### src/rtl/piece_drop.sv
// piece_drop: owns the settled 4x8 board and the falling piece (spawn, moves, gravity, lock),
// then hands the board to clear_redraw and reloads the cleared result.
module piece_drop #(
    parameter int unsigned SPAWN_X    = 1,
    parameter int unsigned CLEAR_WAIT = 2
) (
    input  logic        clka,
    input  logic        restart,
    input  logic        tick,
    input  logic        move_left,
    input  logic        move_right,
    input  logic [1:0]  piece_in,
    input  logic [31:0] board_ret,
    output logic [31:0] board_out,
    output logic [31:0] disp_out,
    output logic [1:0]  curr_piece,
    output logic [2:0]  state,
    output logic        piece_req,
    output logic        game_over
);
    typedef enum logic [2:0] {FALL = 3'd0, CLEAR = 3'd1, WAIT = 3'd2, SPAWN = 3'd3, OVER = 3'd4} state_t;
    localparam logic [3:0] SX    = 4'(SPAWN_X);
    localparam logic [7:0] WLAST = 8'(CLEAR_WAIT - 1);

    // Coordinates are 4 bits wide so that x-1 at column 0 wraps to 15 and reads as out of bounds.
    function automatic logic [31:0] cells(input logic [1:0] t, input logic [3:0] px, input logic [3:0] py);
        logic [31:0] row;
        row = {28'd0, t[0] ? 4'b0011 : 4'b0001} << px;
        return (row << {py, 2'b00}) | (t[1] ? row << {py + 4'd1, 2'b00} : 32'd0);
    endfunction

    function automatic logic bad(input logic [1:0] t, input logic [3:0] px, input logic [3:0] py,
                                 input logic [31:0] b);
        logic oob;
        oob = ({1'b0, px} + (t[0] ? 5'd2 : 5'd1) > 5'd4) || ({1'b0, py} + (t[1] ? 5'd2 : 5'd1) > 5'd8);
        return oob || |(cells(t, px, py) & b);
    endfunction

    state_t      state_q, state_d;
    logic [31:0] board_q, board_d;
    logic [1:0]  piece_q, piece_d;
    logic [1:0]  x_q, x_d;
    logic [2:0]  y_q, y_d;
    logic [7:0]  cnt_q, cnt_d;
    logic        req_q, req_d;
    logic        over_q, over_d;
    logic [3:0]  xe, ye;
    logic [31:0] cur_mask;

    assign xe       = {2'b00, x_q};
    assign ye       = {1'b0, y_q};
    assign cur_mask = cells(piece_q, xe, ye);

    always_comb begin
        state_d = state_q;
        board_d = board_q;
        piece_d = piece_q;
        x_d     = x_q;
        y_d     = y_q;
        cnt_d   = cnt_q;
        req_d   = 1'b0;
        over_d  = over_q;
        case (state_q)
            SPAWN: begin
                piece_d = piece_in;
                x_d     = SX[1:0];
                y_d     = piece_in[1] ? 3'd6 : 3'd7;
                if (bad(piece_in, SX, piece_in[1] ? 4'd6 : 4'd7, board_q)) begin
                    state_d = OVER;
                    over_d  = 1'b1;
                end else begin
                    state_d = FALL;
                    req_d   = 1'b1;
                end
            end
            FALL: begin
                if (tick) begin
                    if (y_q != 3'd0 && !bad(piece_q, xe, ye - 4'd1, board_q)) begin
                        y_d = y_q - 3'd1;
                    end else begin
                        board_d = board_q | cur_mask;
                        state_d = CLEAR;
                    end
                end else if (move_left && !move_right && !bad(piece_q, xe - 4'd1, ye, board_q)) begin
                    x_d = x_q - 2'd1;
                end else if (move_right && !move_left && !bad(piece_q, xe + 4'd1, ye, board_q)) begin
                    x_d = x_q + 2'd1;
                end
            end
            CLEAR: begin
                state_d = WAIT;
                cnt_d   = 8'd0;
            end
            WAIT: begin
                cnt_d = cnt_q + 8'd1;
                if (cnt_q == WLAST) begin
                    board_d = board_ret;
                    state_d = SPAWN;
                end
            end
            default: ;
        endcase
    end

    always_ff @(posedge clka) begin
        if (restart) begin
            state_q <= SPAWN;
            board_q <= 32'd0;
            piece_q <= 2'd0;
            x_q     <= SX[1:0];
            y_q     <= 3'd0;
            cnt_q   <= 8'd0;
            req_q   <= 1'b0;
            over_q  <= 1'b0;
        end else begin
            state_q <= state_d;
            board_q <= board_d;
            piece_q <= piece_d;
            x_q     <= x_d;
            y_q     <= y_d;
            cnt_q   <= cnt_d;
            req_q   <= req_d;
            over_q  <= over_d;
        end
    end

    assign board_out  = board_q;
    assign disp_out   = (state_q == FALL) ? (board_q | cur_mask) : board_q;
    assign curr_piece = piece_q;
    assign state      = state_q;
    assign piece_req  = req_q;
    assign game_over  = over_q;
endmodule

### config.mk
export PLATFORM = sky130hd
export DESIGN_NAME = piece_drop
export DESIGN_NICKNAME = d
export VERILOG_FILES = /design/src/rtl/piece_drop.sv
export SDC_FILE = /design/constraint.sdc
export NUM_CORES = 1
export LEC_CHECK = 0
export ABC_CLOCK_PERIOD_IN_PS = 9200
export BUFFER_PORTS_ARGS = -buffer_cell sky130_fd_sc_hd__clkbuf_2
export CORE_UTILIZATION = 25
export DETAILED_ROUTE_END_ITERATION = 8
export GPL_TIMING_DRIVEN = 0
export PLACE_DENSITY = 0.5
export SETUP_SLACK_MARGIN = 0.2
export SYNTH_ARGS = -nofsm -noshare
export SYNTH_HDL_FRONTEND = slang
export SYNTH_SLANG_ARGS = --single-unit
### constraint.sdc
create_clock -name clka -period 9.2 [get_ports clka]
set_input_delay 1.84 -clock clka [delete_from_list [all_inputs] [get_ports clka]]
set_output_delay 1.84 -clock clka [all_outputs]
set_load 0.01 [all_outputs]
[After elaboration in Yosys (flattened, before gate mapping)]
Index checks and enable logic that the tools add are counted.
Word-level totals
  register bits after elaboration: 52
  input bits: 39
  output and inout bits: 71
  logic and storage cells: 132
Operators by class
  add/subtract/negate cells: 17
  magnitude comparators: 7
  equality and inequality tests: 10
  shift-type cells: 13
  muxes and demuxes: 32
  bitwise operators: 11
  reductions and logical operators: 34
Operator list (number)
  32-bit two-way mux: 9
  32-bit bitwise OR: 6
  32-bit by 6-bit left shift with 32-bit output: 5
  32-bit bitwise AND: 4
  32-bit OR reduction: 4
  32-bit by 5-bit left shift with 32-bit output: 3
  32-bit case mux with 2 select lines: 1
  2-bit by 3-bit left shift with 32-bit output: 1
  3-bit by 5-bit left shift with 32-bit output: 1
  3-bit by 6-bit left shift with 32-bit output: 1
  4-bit by 2-bit left shift with 32-bit output: 1
  4-bit by 4-bit left shift with 32-bit output: 1
  2-bit two-way mux: 9
  3-bit two-way mux: 6
  8-bit case mux with 2 select lines: 1
  3-bit by 2-bit adder with 4-bit output: 3
  3-bit case mux with 4 select lines: 1
  4-bit by 5-bit adder with 5-bit output: 2
  5-bit by 3-bit greater-than comparator with 1-bit output (second input constant): 2
  2-bit != test (second input constant): 5
  3-bit by 1-bit adder with 4-bit output (second input constant): 2
  8-bit by 1-bit adder with 8-bit output (second input constant): 1
  8-bit by 1-bit == test with 1-bit output (second input constant): 1
  4-bit greater-than comparator (second input constant): 2
  other kinds (30): 52

[Depth between registers and ports, before layout]
Gate-level depths: netlist of the first run.
  depth in word-level cells: 14
  mapped depth: 19
  depth with buffers taken out: 14

[Worst setup path before layout of the first run]
No wires, ideal clock.
  kind: reg2out
  start: register y_q[0]
  end: output port disp_out[21]
  data arrival time: 2543 ps
  setup slack: 4817 ps
  cell stages (with the launch flop): 11
  path buffers: 5
  path through: dfxtp_1 > buf_4 > buf_6 > clkinv_1 > buf_2 > ha_1 > buf_4 > nor2b_1 > clkbuf_1 > a32oi_1 > o21bai_1
Between the ends
  longest elaborated chain between the ends: 6
Ends and longest elaborated chain
  start: declaration: line 43  | logic [2:0] y_q, y_d;
  start signal: assignment: line 120  | y_q <= y_d;
  3-bit by 1-bit adder with 4-bit output: line 29  | return (row << {py, 2'b00}) | (t[1] ? row << {py + 4'd1, 2'b00} : 32'd0);
  32-bit by 6-bit left shift with 32-bit output: line 29
  32-bit two-way mux: line 29
  32-bit bitwise OR *: line 29
  32-bit bitwise OR *: line 128  | assign disp_out = (state_q == FALL) ? (board_q | cur_mask) : board_q;
  32-bit two-way mux *: line 128
  end: declaration: line 15  | output logic [31:0] disp_out,
Every way passes the cells marked *; elsewhere a longest branch is shown, timed or not.

[Final worst setup path of the first run]
  start: register y_q[0]
  end: output port disp_out[23]
The elaborated chain is that of the path after synthesis.

==> results of run 1 <==
-- worst paths after layout --
kind                                 from             to  slack, ns  depth (start not counted)
worst min register to register  game_over      game_over       0.45                          2
worst max-delay path               y_q[0]   disp_out[23]       2.63                         11
worst max register to register     y_q[0]  board_out[23]       3.01                         18
worst min-delay path            game_over      game_over       0.45                          2
-- state kept, by name, summed over array words and instances (netlist names) --
register	count
board_out	32
state	3
piece_req	1
curr_piece	2
game_over	1
cnt_q	8
x_q	2
y_q	3
-- cell type report --
type | count | share of cell area
multi-input combinational | 808 | 0.6501
sequential | 52 | 0.1336
timing repair buffer | 108 | 0.06938
buffer | 89 | 0.05540
tap | 335 | 0.05380
clock buffer | 6 | 0.01783
inverter | 31 | 0.01494
clock inverter | 2 | 0.004978
-- metal layers --
metal | share of wire | vias to the layer above | routed length (µm)
li1 | - | 3906 | -
met1 | 0.41 | 4331 | 17080
met2 | 0.43 | 687 | 17610
met3 | 0.11 | 154 | 4368
met4 | 0.055 | 0 | 2265
met5 | 0 | - | 0
-- power breakdown --
part | internal, mW | switching [mW] | total, mW
clock network | 0.137 | 0.0958 | 0.233
logic | 0.614 | 1.46 | 2.07
registers | 0.296 | 0.173 | 0.469
total | 1.05 | 1.72 | 2.77
-- worst max-delay path: stages, from the launching register on --
cell	delay (ns)
dfxtp_1	0.41
buf_4	0.23
buf_6	0.18
clkinv_1	0.44
buf_2	0.43
ha_1	0.49
buf_4	0.26
nor2b_1	0.58
clkbuf_1	0.53
a32oi_1	0.42
o21bai_1	0.26
clkbuf_2	0.16
-- cells by family after synthesis --
family,synth area share
AOI/OAI and AO/OA,0.3786
and+or+nand+nor,0.2759
buffers and inverters,0.08242
DFF,0.1566
muxes,0.03933
adders and majority gates,0.05156
xor gates and xnor gates,0.01562
-- per-stage QoR --
stage	worst slack, ns	hold slack [ns]	util
3_3_place_gp	3.070	0.4365	0.2920
4_1_cts	2.861	0.4555	0.2990
5_1_grt	2.599	0.4774	0.2990
3_5_place_dp	3.175	0.4441	0.2922
6_report	2.634	0.4490	0.2990
2_1_floorplan	4.817	0.4696	-
-- cells in the final DEF (no fill, tap or decap), types with 6 or more instances in the layout --
master	count
buf_1	7
or2_2	7
nand2b_1	17
inv_1	29
nand4_1	14
ha_1	21
o21bai_1	18
a21o_1	7
o211ai_1	9
clkbuf_2	108
clkbuf_1	42
o32ai_1	7
o22ai_1	25
a31oi_1	16
buf_2	30
nor2_1	91
a22o_1	12
nor3_1	42
nand3_1	33
o21ai_0	81
a311oi_1	6
a32oi_1	8
dfxtp_1	52
and2_1	10
a22oi_1	18
a21boi_0	6
and3_1	6
buf_6	6
a221oi_1	10
nor2b_1	19
xnor2_1	6
mux2i_1	19
nand2_1	96
a21oi_1	85
==> metrics.yaml, run 1 <==
synth:
  synth_top_area_share: 0.1566
  synthTopCellsByCount: "nand2_1 (96), nor2_1 (91), a21oi_1 (85)"
  ys.warnings.count: 0
  synth_edf_count: 0
  synth-async-reset-ratio: 0
  synth_cell_type_count: 83
  yosys-top-cells-area: "dfxtp_1 (16%), a21oi_1 (6.4%), o21ai_0 (6.1%), nand2_1 (5.4%), nor2_1 (5.1%)"
  syn_area_mm2: 0.006649
  ys_ff_latch: 52
  synth.most_common_cell: "nand2_1"
  syn_area_per_cell_um2: 6.785
  yosysTopAreaCell: "dfxtp_1"
  ys_seq_area_frac: 0.1566
  ys.flop_type: "dfxtp_1"
  syn_nets: 1044
  syn_inst: 980
sta:
  tightest_slew_ns: 1.391
  final-setup-viol-count: 0
  finalSetupTns_ns: 0
  hold_viol_final: 0
  finalMaxSlewViolations: 0
  max_slew_margin: 0.06559
  fin_crit_sh: 0.7137
  rsz0062_at_grt: "false"
  final.min_clock_period_ns: 6.566
  skew_ns: 0.01001
  max_freq_ghz: 0.1523
global_route:
  met2_usage: 0.4551
  top_usage_layer: "met2"
  grt_first_pass_wirelength_um: 59040
  use_met1: 0.4031
  grt_pass1_vias: 8505
  grt_max_degree: 17
  antenna_found_initial: 1
  grt_usage: 0.3008
  met3_usage: 0.06019
  gr-total-overflow: 0
power:
  p_leak_nw: 2.807
  ir_drop_v: 0.0001875
  power_density_mw_per_mm2: 355.6
  fin_total_pwr_mw: 2.771
routing:
  drc: 0
  drt-total-wl_um: 41330
  firstDrtPassIters: 7
  drtIter0Drc: 1368
  wl_per_cell_um: 28.88
  vias_per_cell: 6.344
  vias: 9078
  ant_nets: 0
clock_network:
  cts_hold_buf: 0
  cts_root_buf: "clkbuf_16"
  clockBufferDepth: 2
  cts_tree: "yes"
  cts.sinks: 52
  h-tree-depth: 2
  numCtsBuffers: 5
  clock_latency_ns: 0.30
  cts_resized: 0
  clkTransAtPathRegs_ns: 0.07
  post_cts_buffers: 0
floorplanning:
  die_area_mm2: 0.02725
  fp.dieW_um: 165.1
  ios: 110
  num_rows: 59
  core_area_mm2: 0.02606
  dieHeight_um: 165.1
  start_util: 0.2551
place:
  dp_cells: 1423
  dp_hpwl_um: 31390
  dpl_cell_area_mm2: 0.007614
  numPortBuffers: 108
  place_congestion: 1.041
layout:
  fill_cells: 2969
  drive_gt1_frac: 0.1724
  final_cells: 1431
  final_nets: 1159
  antenna_cells: 0
  multi_input_comb_area_mm2: 0.005065
  final_cell_area_mm2: 0.007791
  syn_to_final_growth_pct: 17.18
  seq_area_mm2: 0.001041
outcome:
  status: "finished clean"
flow_run:
  maxCapViolations: 0
setup_path:
  worstSetupPathType: "reg -> out"
  critPathLaunchType: "register"
  cp.arrival_ns: 4.73
  worstSetupEndpointType: "output port"
  crit_fanout: 12
  required_ns: 7.36
worst_hold_path:
  min_path_type: "reg -> reg"
(Power assumes the default switching activity.)
==> run 2: changes to the inputs <==
--- a/config.mk
+++ b/config.mk
@@ -5,7 +5,8 @@
 export SDC_FILE = /design/constraint.sdc
 export NUM_CORES = 1
 export LEC_CHECK = 0
-export ABC_CLOCK_PERIOD_IN_PS = 9200
+export ABC_AREA = 1
+export ABC_CLOCK_PERIOD_IN_PS = 6300
 export BUFFER_PORTS_ARGS = -buffer_cell sky130_fd_sc_hd__clkbuf_2
 export CORE_UTILIZATION = 25
 export DETAILED_ROUTE_END_ITERATION = 8
==> constraint.sdc (replaced) <==
create_clock -name clka -period 6.3 [get_ports clka]
set_input_delay 1.26 -clock clka [delete_from_list [all_inputs] [get_ports clka]]
set_output_delay 1.26 -clock clka [all_outputs]
set_load 0.01 [all_outputs]
==> run 2 against run 1 <==
  * Sequential power is 86% higher
  * Die area increased by 6.8%
  * Combinational power is 93% higher
  * Total power grew 86%
  * Worst setup slack got worse by 1.8 ns
  * Highest routed layer unchanged
  * Global-route usage is 1.9 points lower
  * Design area rose by 6.2%
  * Via count grew 11%
  * Synthesized cell count increased by 41%
  * Hold slack gained 0.0033 ns
==> metrics.yaml, run 2 <==
layout:
  syn_to_final_growth_pct: 16.37  # was 17.18%
  fill_cells: 3352  # was 2,969
  antenna_cells: 0  # unchanged
  largest_reg_flops: 32  # unchanged
  drive_gt1_frac: 0.1167  # was 0.1724
  final_nets: 1562  # was 1,159
  final_cell_mix: "nand2_1 (521), nor2_1 (174), nand3_1 (139)"  # was clkbuf_2 (108), nand2_1 (96), nor2_1 (91)
  mostFrequentLayoutCell: "nand2_1"  # was clkbuf_2
synth:
  yosys.area_share.simple: 0.5035  # was 0.2759
  synthXorXnorAreaFrac: 0.002464  # was 0.01562
  synthTopCellsByCount: "nand2_1 (521), nor2_1 (174), nand3_1 (139)"  # was nand2_1 (96), nor2_1 (91), a21oi_1 (85)
  syn_nets: 1446  # was 1,044
  ys_ff_latch: 52  # unchanged
  ys.flop_type: "dfxtp_1"  # unchanged
  synth_top_family_by_area: "simple AND/OR/NAND/NOR gates"  # was compound AO/OA/AOI/OAI gates
  ys_seq_area_frac: 0.1464  # was 0.1566
  synth.most_common_cell: "nand2_1"  # unchanged
  yosys-top-cells-area: "nand2_1 (28%), dfxtp_1 (15%), nand3_1 (9.8%), nor2_1 (9.2%), inv_1 (6.3%)"  # was dfxtp_1 (16%), a21oi_1 (6.4%), o21ai_0 (6.1%), nand2_1 (5.4%), nor2_1 (5.1%)
  synth_edf_count: 0  # unchanged
  ys.warnings.count: 0  # unchanged
  yosysTopAreaCell: "nand2_1"  # was dfxtp_1
  synth_fa_ha_area_frac: 0.04822  # was 0.05156
  synth_top_area_share: 0.2751  # was 0.1566
  synth_cell_type_count: 45  # was 83
  synth_compound_area_frac: 0.1874  # was 0.3786
  synthMuxAreaShare: 0  # was 0.03933
  syn_area_per_cell_um2: 5.144  # was 6.785 µm²
  syn_area_mm2: 0.007109  # was 0.006649 mm²
  syn_inst: 1382  # was 980
  synth-async-reset-ratio: 0  # unchanged
setup_path:
  r2r_slack_ns: 1.01  # was 3.01 ns
  worstReg2RegEnd: "board_out[8]"  # was board_out[23]
  timing.rr.start: "y_q[1]"  # was y_q[0]
  cp.depth: 12  # was 11
  critPathCapture: "disp_out[16]"  # was disp_out[23]
  required_ns: 5.04  # was 7.36 ns
  path_buf_inv: 7  # unchanged
  crit_fanout: 12  # unchanged
  worstSetupPathType: "reg -> out"  # unchanged
  cp.arrival_ns: 4.23  # was 4.73 ns
  critPathMaxStageDelay_ns: 0.54  # was 0.58 ns
  cp_slowest_cell: "ha_1"  # was nor2b_1
  worstSetupEndpointType: "output port"  # unchanged
  critPathLaunchType: "register"  # unchanged
  crit_family: "buffers and inverters"  # unchanged
  reg2reg_depth: 21  # was 18
  path_cells: "buf_2, clkinv_1, clkbuf_1, ha_1, clkinv_1, clkbuf_1, buf_2, o21ai_0, nand2_1, nand3_1, o21a_1, clkbuf_2"  # was buf_4, buf_6, clkinv_1, buf_2, ha_1, buf_4, nor2b_1, clkbuf_1, a32oi_1, o21bai_1, clkbuf_2
  cp-startpoint: "y_q[1]"  # was y_q[0]
routing:
  drc: 0  # unchanged
  drt-total-wl_um: 41010  # was 41,330 µm
  vias_per_cell: 5.382  # was 6.344
  drtIter0Drc: 1084  # was 1,368
  ant_nets: 0  # unchanged
  firstDrtPassIters: 8  # was 7
  vias: 10102  # was 9,078
  wl_per_cell_um: 21.85  # was 28.88 µm
outcome:
  status: "finished clean"  # unchanged
sta:
  max_slew_margin: 0.3464  # was 0.06559
  fin_crit_sh: 0.8708
  max_freq_ghz: 0.1823
  finalMaxSlewViolations: 0  # unchanged
  skew_ns: 0.01384  # was 0.01001 ns
  final.min_clock_period_ns: 5.486
  rsz0062_at_grt: "false"  # unchanged
  tightest_slew_ns: 0.9804  # was 1.391 ns
  final-setup-viol-count: 0  # unchanged
  finalSetupTns_ns: 0  # unchanged
  hold_viol_final: 0  # unchanged
global_route:
  grt_usage: 0.2818  # was 0.3008
  grt_max_degree: 17  # unchanged
  gr-total-overflow: 0  # unchanged
  grt_first_pass_wirelength_um: 60370  # was 59,040 µm
  grt_pass1_vias: 9528  # was 8,505
  antenna_found_initial: 0  # was 1
floorplanning:
  start_util: 0.2552  # was 0.2551
  fp.dieW_um: 170.6  # was 165.1 µm
  die_area_mm2: 0.02912  # was 0.02725 mm²
  ios: 110  # unchanged
  num_rows: 61  # was 59
  core_area_mm2: 0.02786  # was 0.02606 mm²
  dieHeight_um: 170.6  # was 165.1 µm
clock_network:
  cts_tree: "yes"  # unchanged
  clockBufferDepth: 2  # unchanged
  clock_latency_ns: 0.31  # was 0.30 ns
  h-tree-depth: 2  # unchanged
  numCtsBuffers: 5  # unchanged
  clkTransAtPathRegs_ns: 0.07  # about the same
  cts_root_buf: "clkbuf_16"  # unchanged
  cts.sinks: 52  # unchanged
  cts_resized: 0  # unchanged
  post_cts_buffers: 0  # unchanged
  cts_hold_buf: 0  # unchanged
place:
  dp_hpwl_um: 32250  # was 31,390 µm
  numPortBuffers: 109  # was 108
  place_congestion: 1.047  # was 1.041
flow_run:
  maxCapViolations: 0  # unchanged
worst_hold_path:
  min_path_type: "reg -> reg"  # unchanged
power:
  p_leak_nw: 4.205  # was 2.807 nW
  power_density_mw_per_mm2: 623.4  # was 355.6 mW/mm²
  fin_total_pwr_mw: 5.158  # was 2.771 mW
  ir_drop_v: 0.0002591  # was 0.0001875 V
==> run 2: logic make-up after synthesis <==
group	Yosys count
xor gates and xnor gates	2
DFF	52
buffers and inverters	196
AOI/OAI and AO/OA	231
and+or+nand+nor	876
adders and majority gates	25
==> run 2: report_power, final <==
part	switching [mW]	total, mW	leakage [nW]	internal, mW
Clock	0.142	0.291	0.0671	0.149
Combinational	2.97	4.00	3.71	1.03
Sequential	0.401	0.872	0.427	0.471
==> run 2: cell type report <==
| type | instances | area [µm²] | area share |
|---|---|---|---|
| Inverter | 134 | 505.5 | 0.06110 |
| Buffer | 62 | 290.3 | 0.03509 |
| Multi-Input combinational cell | 1134 | 5273 | 0.6373 |
| Clock buffer | 6 | 128.9 | 0.01558 |
| Clock inverter | 2 | 16.27 | 0.001966 |
| Tap cell | 378 | 473.0 | 0.05717 |
| Timing Repair Buffer | 109 | 545.5 | 0.06594 |
| Sequential cell | 52 | 1041 | 0.1258 |
==> run 2: metal layers <==
layer / GRT usage / share of wire / routed length [µm]
met3: 0.04488 / 0.091 / 3718
met5: 0 / 0 / 0
met2: 0.4438 / 0.44 / 18120
met1: 0.3685 / 0.42 / 17110
met4: 0.1473 / 0.050 / 2064
==> run 2: worst min-delay path by stage <==
stage                   start         to  slack (ns)  cells past startpoint
finish              game_over  game_over        0.45                      2
global route        game_over  game_over        0.47                      2
CTS                 game_over  game_over        0.46                      2
detailed placement  game_over  game_over        0.45                      2
global placement    game_over  game_over        0.44                      2
floorplan            cnt_q[6]   cnt_q[6]        0.46                      2
==> run 2: worst min-delay path: cells and delay by family, from the launching register on <==
family / cells / cell delay (ns)
buf+inv: 1 / 0.04
compound gates: 1 / 0.05
flops: 1 / 0.31
==> run 2: through the flow <==
stage          utilization  hold slack (ns)  setup WS, ns  cells  cell area (µm²)
3_5_place_dp        0.2918           0.4455         1.110   1869             8128
3_3_place_gp        0.2918           0.4410         1.016   1869             8128
5_1_grt             0.2970           0.4667        0.5888   1877             8273
4_1_cts             0.2970           0.4557        0.9119   1877             8273
2_1_floorplan            -           0.4585         2.649   1382             7109
6_report            0.2970           0.4524        0.8138   1877             8273
==> run 3: changes to the inputs <==
--- a/config.mk
+++ b/config.mk
@@ -10,7 +10,7 @@
 export BUFFER_PORTS_ARGS = -buffer_cell sky130_fd_sc_hd__clkbuf_2
 export CORE_UTILIZATION = 25
 export DETAILED_ROUTE_END_ITERATION = 8
-export GPL_TIMING_DRIVEN = 0
+export MAX_ROUTING_LAYER = met4
 export PLACE_DENSITY = 0.5
 export SETUP_SLACK_MARGIN = 0.2
 export SYNTH_ARGS = -nofsm -noshare
==> run 3 against run 2 <==
  * Die area unchanged
  * Total power decreased by 5.1%
  * Hold slack about the same
  * Clock-buffer cell count unchanged
  * Critical path type unchanged
  * Largest power group unchanged
  * Highest routed layer unchanged
==> metrics.yaml, run 3 (synthesis gave the netlist of run 2 again) <==
routing:
  drt-total-wl_um: 36950  # was 41,010 µm
  vias: 9737  # was 10,102
  drc: 0  # unchanged
  firstDrtPassIters: 7  # was 8
  vias_per_cell: 5.327  # was 5.382
  wl_per_cell_um: 20.21  # was 21.85 µm
  ant_nets: 0  # unchanged
  drtIter0Drc: 1213  # was 1,084
floorplanning:
  core_area_mm2: 0.02786  # unchanged
  die_area_mm2: 0.02912  # unchanged
  num_rows: 61  # unchanged
  fp.dieW_um: 170.6  # unchanged
  start_util: 0.2552  # unchanged
  dieHeight_um: 170.6  # unchanged
  ios: 110  # unchanged
worst_hold_path:
  min_path_type: "reg -> reg"  # unchanged
layout:
  fill_cells: 3307  # was 3,352
  final_nets: 1513  # was 1,562
  mostFrequentLayoutCell: "nand2_1"  # unchanged
  seq_area_mm2: 0.001041  # unchanged
  antenna_cells: 0  # unchanged
  drive_gt1_frac: 0.1090  # was 0.1167
  syn_to_final_growth_pct: 13.90  # was 16.37%
  final_cell_area_mm2: 0.008098  # was 0.008273 mm²
  largest_reg_flops: 32  # unchanged
  final_cell_mix: "nand2_1 (521), nor2_1 (171), nand3_1 (139)"  # was nand2_1 (521), nor2_1 (174), nand3_1 (139)
  multi_input_comb_area_mm2: 0.005290  # was 0.005273 mm²
sta:
  finalSetupTns_ns: 0  # unchanged
  max_slew_margin: 0.1741  # was 0.3464
  fin_crit_sh: 0.7658  # was 0.8708
  fin_hold_ws_ns: 0.4525  # was 0.4524 ns
  rsz0062_at_grt: "false"  # unchanged
  final-setup-viol-count: 0  # unchanged
  finalMaxSlewViolations: 0  # unchanged
  skew_ns: 0.008858  # was 0.01384 ns
  hold_viol_final: 0  # unchanged
  final.min_clock_period_ns: 4.825  # was 5.486 ns
  max_freq_ghz: 0.2073  # was 0.1823 GHz
  tightest_slew_ns: 1.234  # was 0.9804 ns
setup_path:
  required_ns: 5.04  # about the same
  crit_fanout: 13  # was 12
  critPathMaxStageDelay_ns: 0.70  # was 0.54 ns
  cp_slowest_cell: "dfxtp_1"  # was ha_1
  cp.arrival_ns: 3.56  # was 4.23 ns
  worstSetupPathType: "reg -> out"  # unchanged
  worstSetupEndpointType: "output port"  # unchanged
  path_buf_inv: 3  # was 7
  crit_family: "simple AND/OR/NAND/NOR gates"  # was buffers and inverters
  path_cells: "ha_1, inv_1, nand2_1, nand2_2, inv_1, nand2_1, o22ai_1, nor2_1, a21oi_1, clkbuf_2"  # was buf_2, clkinv_1, clkbuf_1, ha_1, clkinv_1, clkbuf_1, buf_2, o21ai_0, nand2_1, nand3_1, o21a_1, clkbuf_2
  critPathLaunchType: "register"  # unchanged
global_route:
  gr-total-overflow: 0  # unchanged
  use_met1: 0.3341  # was 0.3685
  grt_first_pass_wirelength_um: 55220  # was 60,370 µm
  antenna_found_initial: 0  # unchanged
  grt_pass1_vias: 9035  # was 9,528
  met2_usage: 0.4002  # was 0.4438
  grt_max_degree: 66  # was 17
  grt_usage: 0.2595  # was 0.2818
  top_usage_layer: "met2"  # unchanged
  met3_usage: 0.03169  # was 0.04488
place:
  dpl_cell_area_mm2: 0.007953  # was 0.008128 mm²
  dp_hpwl_um: 27640  # was 32,250 µm
  place_congestion: 1.048  # was 1.047
  numPortBuffers: 109  # unchanged
clock_network:
  cts.sinks: 52  # unchanged
  cts_tree: "yes"  # unchanged
  post_cts_buffers: 0  # unchanged
  clock_latency_ns: 0.31  # about the same
  cts_hold_buf: 0  # unchanged
  cts_root_buf: "clkbuf_16"  # unchanged
  h-tree-depth: 2  # unchanged
  numCtsBuffers: 5  # unchanged
  cts_resized: 0  # unchanged
  clkTransAtPathRegs_ns: 0.07  # about the same
  clockBufferDepth: 2  # unchanged
power:
  p_leak_nw: 4.097  # was 4.205 nW
  ir_drop_v: 0.0002784  # was 0.0002591 V
  fin_total_pwr_mw: 4.893  # was 5.158 mW
  power_density_mw_per_mm2: 604.2  # was 623.4 mW/mm²
flow_run:
  maxCapViolations: 0  # unchanged
outcome:
  status: "finished clean"  # unchanged
==> run 3: power by group <==
group | switching, mW | internal, mW
Sequential | 0.420 | 0.470
Combinational | 2.75 | 0.967
Clock | 0.136 | 0.149
Total | 3.31 | 1.59
==> run 3: layer usage <==
metal / vias to the layer above / part of all wire
li1: 4631 / -
met1: 4457 / 0.42
met2: 540 / 0.44
met3: 109 / 0.087
met4: 0 / 0.051
met5: - / 0
==> run 3: path summary, 6_finish.rpt <==
check	startpoint	to	slack [ns]	cells after the start
max	y_q[0]	disp_out[3]	1.48	10
min	game_over	game_over	0.45	2
max reg2reg	x_q[0]	x_q[1]	1.74	19
min reg2reg	game_over	game_over	0.45	2
==> run 3: through the flow <==
stage	setup WS, ns	util	instances
global route	1.365	0.2907	1828
global placement	1.877	0.2855	1820
floorplan	2.649	-	1382
detailed placement	1.902	0.2855	1820
finish	1.475	0.2907	1828
CTS	1.607	0.2907	1828
==> run 3: worst reg2reg max path: cells and delay by family (launching register included) <==
kind            cells  cell delay [ns]
simple gates       15             2.51
compound gates      1             0.14
fa+ha+maj           1             0.59
flops               1             0.60
buf+inv             2             0.61
==> run 3: layout make-up <==
type	instances	share of cell area
timing repair buffer	122	0.07942
inverter	134	0.06242
sequential	52	0.1286
tap	378	0.05841
clock buffer	6	0.01591
clock inverter	2	0.002009
multi-input combinational	1134	0.6533
